## src/rtl/mem_resp_encoder.sv

```systemverilog
// mem_resp_encoder: encodes one-hot bank read strobes to a bank index, queues {bank,data} in a FIFO with sticky error flags.
// Define MEM_RESP_PRIORITY_EN to push multi-hot strobes with highest-index priority instead of dropping them.
module mem_resp_encoder #(
  parameter int DATA_W = 8,
  parameter int DEPTH  = 4
) (
  input  logic                    clk,
  input  logic                    rst,
  input  logic [3:0]              bank_hit,
  input  logic [4*DATA_W-1:0]     bank_rdata,
  input  logic                    out_ready,
  input  logic                    err_clr,
  output logic                    out_valid,
  output logic [1:0]              out_bank,
  output logic [DATA_W-1:0]       out_data,
  output logic [$clog2(DEPTH):0]  out_count,
  output logic                    err_multi,
  output logic                    err_ovf
);
  localparam int AW = $clog2(DEPTH);
  localparam int CW = AW + 1;
  localparam logic [CW-1:0] FULL = CW'(DEPTH);
  logic [DATA_W+1:0] mem_q [DEPTH];
  logic [AW-1:0] wr_q, wr_d, rd_q, rd_d;
  logic [CW-1:0] count_q, count_d;
  logic err_multi_q, err_multi_d, err_ovf_q, err_ovf_d;
  logic multi, enc_valid, push, pop;
  logic [1:0] idx;
  logic [DATA_W-1:0] sel;
  always_comb begin
    multi = (bank_hit & (bank_hit - 4'd1)) != 4'd0;
`ifdef MEM_RESP_PRIORITY_EN
    enc_valid = bank_hit != 4'd0;
`else
    enc_valid = bank_hit != 4'd0 && !multi;
`endif
    idx = bank_hit[3] ? 2'd3 : bank_hit[2] ? 2'd2 : bank_hit[1] ? 2'd1 : 2'd0;
    sel = '0;
    for (int i = 0; i < 4; i++)
      if (idx == 2'(i)) sel = bank_rdata[i*DATA_W +: DATA_W];
    pop = count_q != '0 && out_ready;
    push = enc_valid && (count_q != FULL || pop);
    wr_d = push ? wr_q + 1'b1 : wr_q;
    rd_d = pop ? rd_q + 1'b1 : rd_q;
    count_d = count_q + CW'(push) - CW'(pop);
    // a new error outranks a clear in the same cycle
    err_multi_d = multi || (err_multi_q && !err_clr);
    err_ovf_d = (enc_valid && !push) || (err_ovf_q && !err_clr);
  end
  always_ff @(posedge clk) begin
    if (rst) begin
      wr_q <= '0;
      rd_q <= '0;
      count_q <= '0;
      err_multi_q <= 1'b0;
      err_ovf_q <= 1'b0;
    end else begin
      wr_q <= wr_d;
      rd_q <= rd_d;
      count_q <= count_d;
      err_multi_q <= err_multi_d;
      err_ovf_q <= err_ovf_d;
    end
  end
  always_ff @(posedge clk)
    if (push && !rst) mem_q[wr_q] <= {idx, sel};
  assign out_valid = count_q != '0;
  assign out_bank = out_valid ? mem_q[rd_q][DATA_W+1:DATA_W] : 2'd0;
  assign out_data = out_valid ? mem_q[rd_q][DATA_W-1:0] : '0;
  assign out_count = count_q;
  assign err_multi = err_multi_q;
  assign err_ovf = err_ovf_q;
endmodule

```

## config.mk

```make
export PLATFORM = sky130hd
export DESIGN_NAME = mem_resp_encoder
export DESIGN_NICKNAME = d
export VERILOG_FILES = /design/src/rtl/mem_resp_encoder.sv
export SDC_FILE = /design/constraint.sdc
export NUM_CORES = 1
export LEC_CHECK = 0
export CAP_MARGIN = 20
export CORE_MARGIN = 3
export CORE_UTILIZATION = 45
export DETAILED_ROUTE_END_ITERATION = 7
export GPL_TIMING_DRIVEN = 0
export PLACE_DENSITY_LB_ADDON = 0.1
export SLEW_MARGIN = 20
export SYNTH_ARGS = -nofsm -noshare
export SYNTH_HDL_FRONTEND = slang
export SYNTH_SLANG_ARGS = --single-unit
```

## constraint.sdc

```tcl
create_clock -name clk -period 2.27 [get_ports clk]
set_input_delay 0.3405 -clock clk [delete_from_list [all_inputs] [get_ports clk]]
set_output_delay 0.3405 -clock clk [all_outputs]
set_load 0.01 [all_outputs]
```

==> qor.csv <==
metric,value,unit
min_period,2.23,ns
powerDensity,847,nW/µm²
cp-end-kind,register,
chipWidth,78.5,µm
crit_required,2.43,ns
rsz0062_at_grt,true,
n_antenna_cell,0,
synth_compound_area_frac,0.0508,
yosys-top-cells-area,"edfxtp_1 (51%), mux4_2 (9.5%), dfxtp_1 (9.3%)",
drt_iter0_drc,72,
grt_max_degree,17,
stdcell_area,3300,µm²
path_class,reg2reg,
syn_nets,222,
via_per_inst,5.02,
m1WireLength,1980,µm
vias,1581,
startpoint,out_count[1],
post_layout_nonfiller_instances,315,
synth_fa_ha_area_frac,0.0445,
synthXorXnorAreaFrac,0.0185,
grt-ovfl-total,0,
synthToLayoutAreaGrowth,39.6,%
cts_tree,done,
synth_top_family_by_area,multiplexers,
yosys_warnings,0,
place_ws,-0.778,ns
worstSetupStartpointType,register,
firstDrtPassIters,6,
die-area,6160,µm²
nNetsFinal,294,
synthMuxAreaShare,0.136,
hold_violations,0,
min_path_cells,2,
wl_met3,241,µm
place.gp.congestion,0.759,
dp.cells,301,
fmax,0.449,GHz
clk_pin_slew,0.09,ns
status,"finished, final reports clean",
yosysSeqAreaShare,0.601,
yosys.area_share.simple,0.120,
ant_nets,0,
period_share,0.981,
mostFrequentLayoutCells,"edfxtp_1 (40), clkdlybuf4s50_1 (39), nor2_1 (16)",
crit_arrival,2.39,ns
drt_wl_total,4560,µm
port_buffers,55,
cts_hold_buffers,0,
drc,0,
placed_cell_area,3120,µm²
total_power,2.80,mW
r2r-start,out_count[1],
avgSynthCellArea,13.5,µm²
max-slew-margin-rel,0.631,
worstReg2RegEnd,out_count[2],
worstHoldStart,err_multi,
dp_hpwl,3560,µm
cts-root-buf,clkbuf_8,
crit_fanout,4,
antenna_found_initial,0,
die_h,78.5,µm
synth_top_area_cell,edfxtp_1,
fin_skew,0.00390,ns
synthDistinctLibCells,30,
timing.final.ws_setup,0.0423,ns
clock_path_buffers,2,
tns,0,ns
finalSetupViolations,0,
syn_inst,175,
r2r_cells,9,
top_layer,met4,
first_global_vias,1606,
clk_latency,0.30,ns
ff2ff_setup_slack,0.04,ns
hp-class,reg2reg,
ys_ff_latch,51,
core-area,4910,µm²
grt_pass1_wl,7760,µm
tightestPinTransition,0.553,ns
cap_viol_max_count,0,
yosysTopAreaCellShare,0.508,
drive_above_1_share,0.230,
mostFrequentLayoutCell,edfxtp_1,
peakVddDrop,0.415,mV
routedWlPerCell,14.5,µm
io_pins,56,
cts_made_buffers,5,
rows,25,
start_util,0.481,
cts_htree_levels,2,
leakagePower,1.21,nW
min_to,err_multi,
grt_use_total,0.165,
synth_area,2360,µm²
slew_violations,0,
route.met2.wl,2320,µm
cts.sinks,51,
[cells by family after synthesis]
group,count (synthesis)
adders and majority gates,8
xor gates and xnor gates,5
AOI/OAI and AO/OA,23
muxes,19
buffers and inverters,16
DFF,51
and+or+nand+nor,53
[worst max-delay path by stage]
stage | end | slack, ns | depth (start not counted)
finish | out_count[2] | 0.04 | 9
global route | out_count[2] | -0.02 | 12
CTS | out_count[2] | -0.09 | 12
detailed placement | out_count[2] | -0.78 | 12
global placement | mem_q[0][5] | -1.14 | 6
floorplan | out_count[2] | 0.0007 | 11
[per-stage QoR]
| step | hold WS (ns) | utilization |
|---|---|---|
| CTS | 0.482 | 0.662 |
| global route | 0.511 | 0.672 |
| floorplan | 0.412 | - |
| global placement | 0.459 | 0.625 |
| finish | 0.475 | 0.672 |
| detailed placement | 0.464 | 0.635 |
[state kept, by name, summed over array words and instances, names as in the netlist, named ones only]
register and count:
mem_q 40, out_count 3, wr_q 2, err_ovf 1, rd_q 2, err_multi 1
[final cells by class]
type,count,area [µm²]
repair buffers,66,604
clock inverters,3,42.5
flip-flops and latches,51,1430
inverters,6,22.5
fillers,371,1610
well taps,67,83.8
clock buffers,5,68.8
plain buffers,9,62.6
multi-input cells,108,985
[what timing repair did]
action                                 CTS  global route
setup endpoints to repair               37             1
pin swaps                                2             7
endpoints found under the hold margin    0             0
gates cloned                             0             0
resized for setup                       35            12
setup buffers                            0             7
[synth_stat cells]
cell type / instances
dfxtp_1: 11
buf_6: 1
a211oi_1: 1
nor3b_1: 4
maj3_1: 1
edfxtp_1: 40
nand3_1: 1
xor2_1: 2
or3_1: 2
buf_2: 2
ha_1: 6
and2_1: 11
nand2_1: 8
nor4b_1: 3
nor2_1: 16
nand2b_1: 4
mux2_4: 1
o21ai_1: 10
xnor2_1: 3
fa_1: 1
buf_1: 2
o21ai_0: 1
nor2b_1: 2
inv_1: 6
or2_1: 2
mux4_2: 10
mux2i_1: 8
a21o_1: 1
a21oi_1: 10
clkbuf_1: 5
[worst max-delay path, stage by stage, from the launching register on]
cell,delay (ns)
dfxtp_4,0.37
or3_4,0.39
and2_4,0.18
ha_4,0.25
inv_2,0.04
ha_4,0.14
fa_2,0.35
xnor2_2,0.18
xnor2_1,0.13
nor2_1,0.06
[per-layer routing]
| metal | vias to the layer above | global-route usage |
|---|---|---|
| met5 | - | 0 |
| met4 | 0 | 0.0367 |
| met3 | 2 | 0.0482 |
| met2 | 55 | 0.283 |
| met1 | 746 | 0.208 |
| li1 | 778 | - |
[where the power goes]
| group | total, mW | leakage, nW | internal (mW) | switching, mW |
|---|---|---|---|---|
| Clock | 0.616 | 0.0562 | 0.329 | 0.287 |
| Sequential | 1.15 | 0.454 | 1.09 | 0.0654 |
| Combinational | 1.03 | 0.701 | 0.601 | 0.426 |
| Total | 2.80 | 1.21 | 2.02 | 0.779 |
Power figures use the tool's default switching activity.
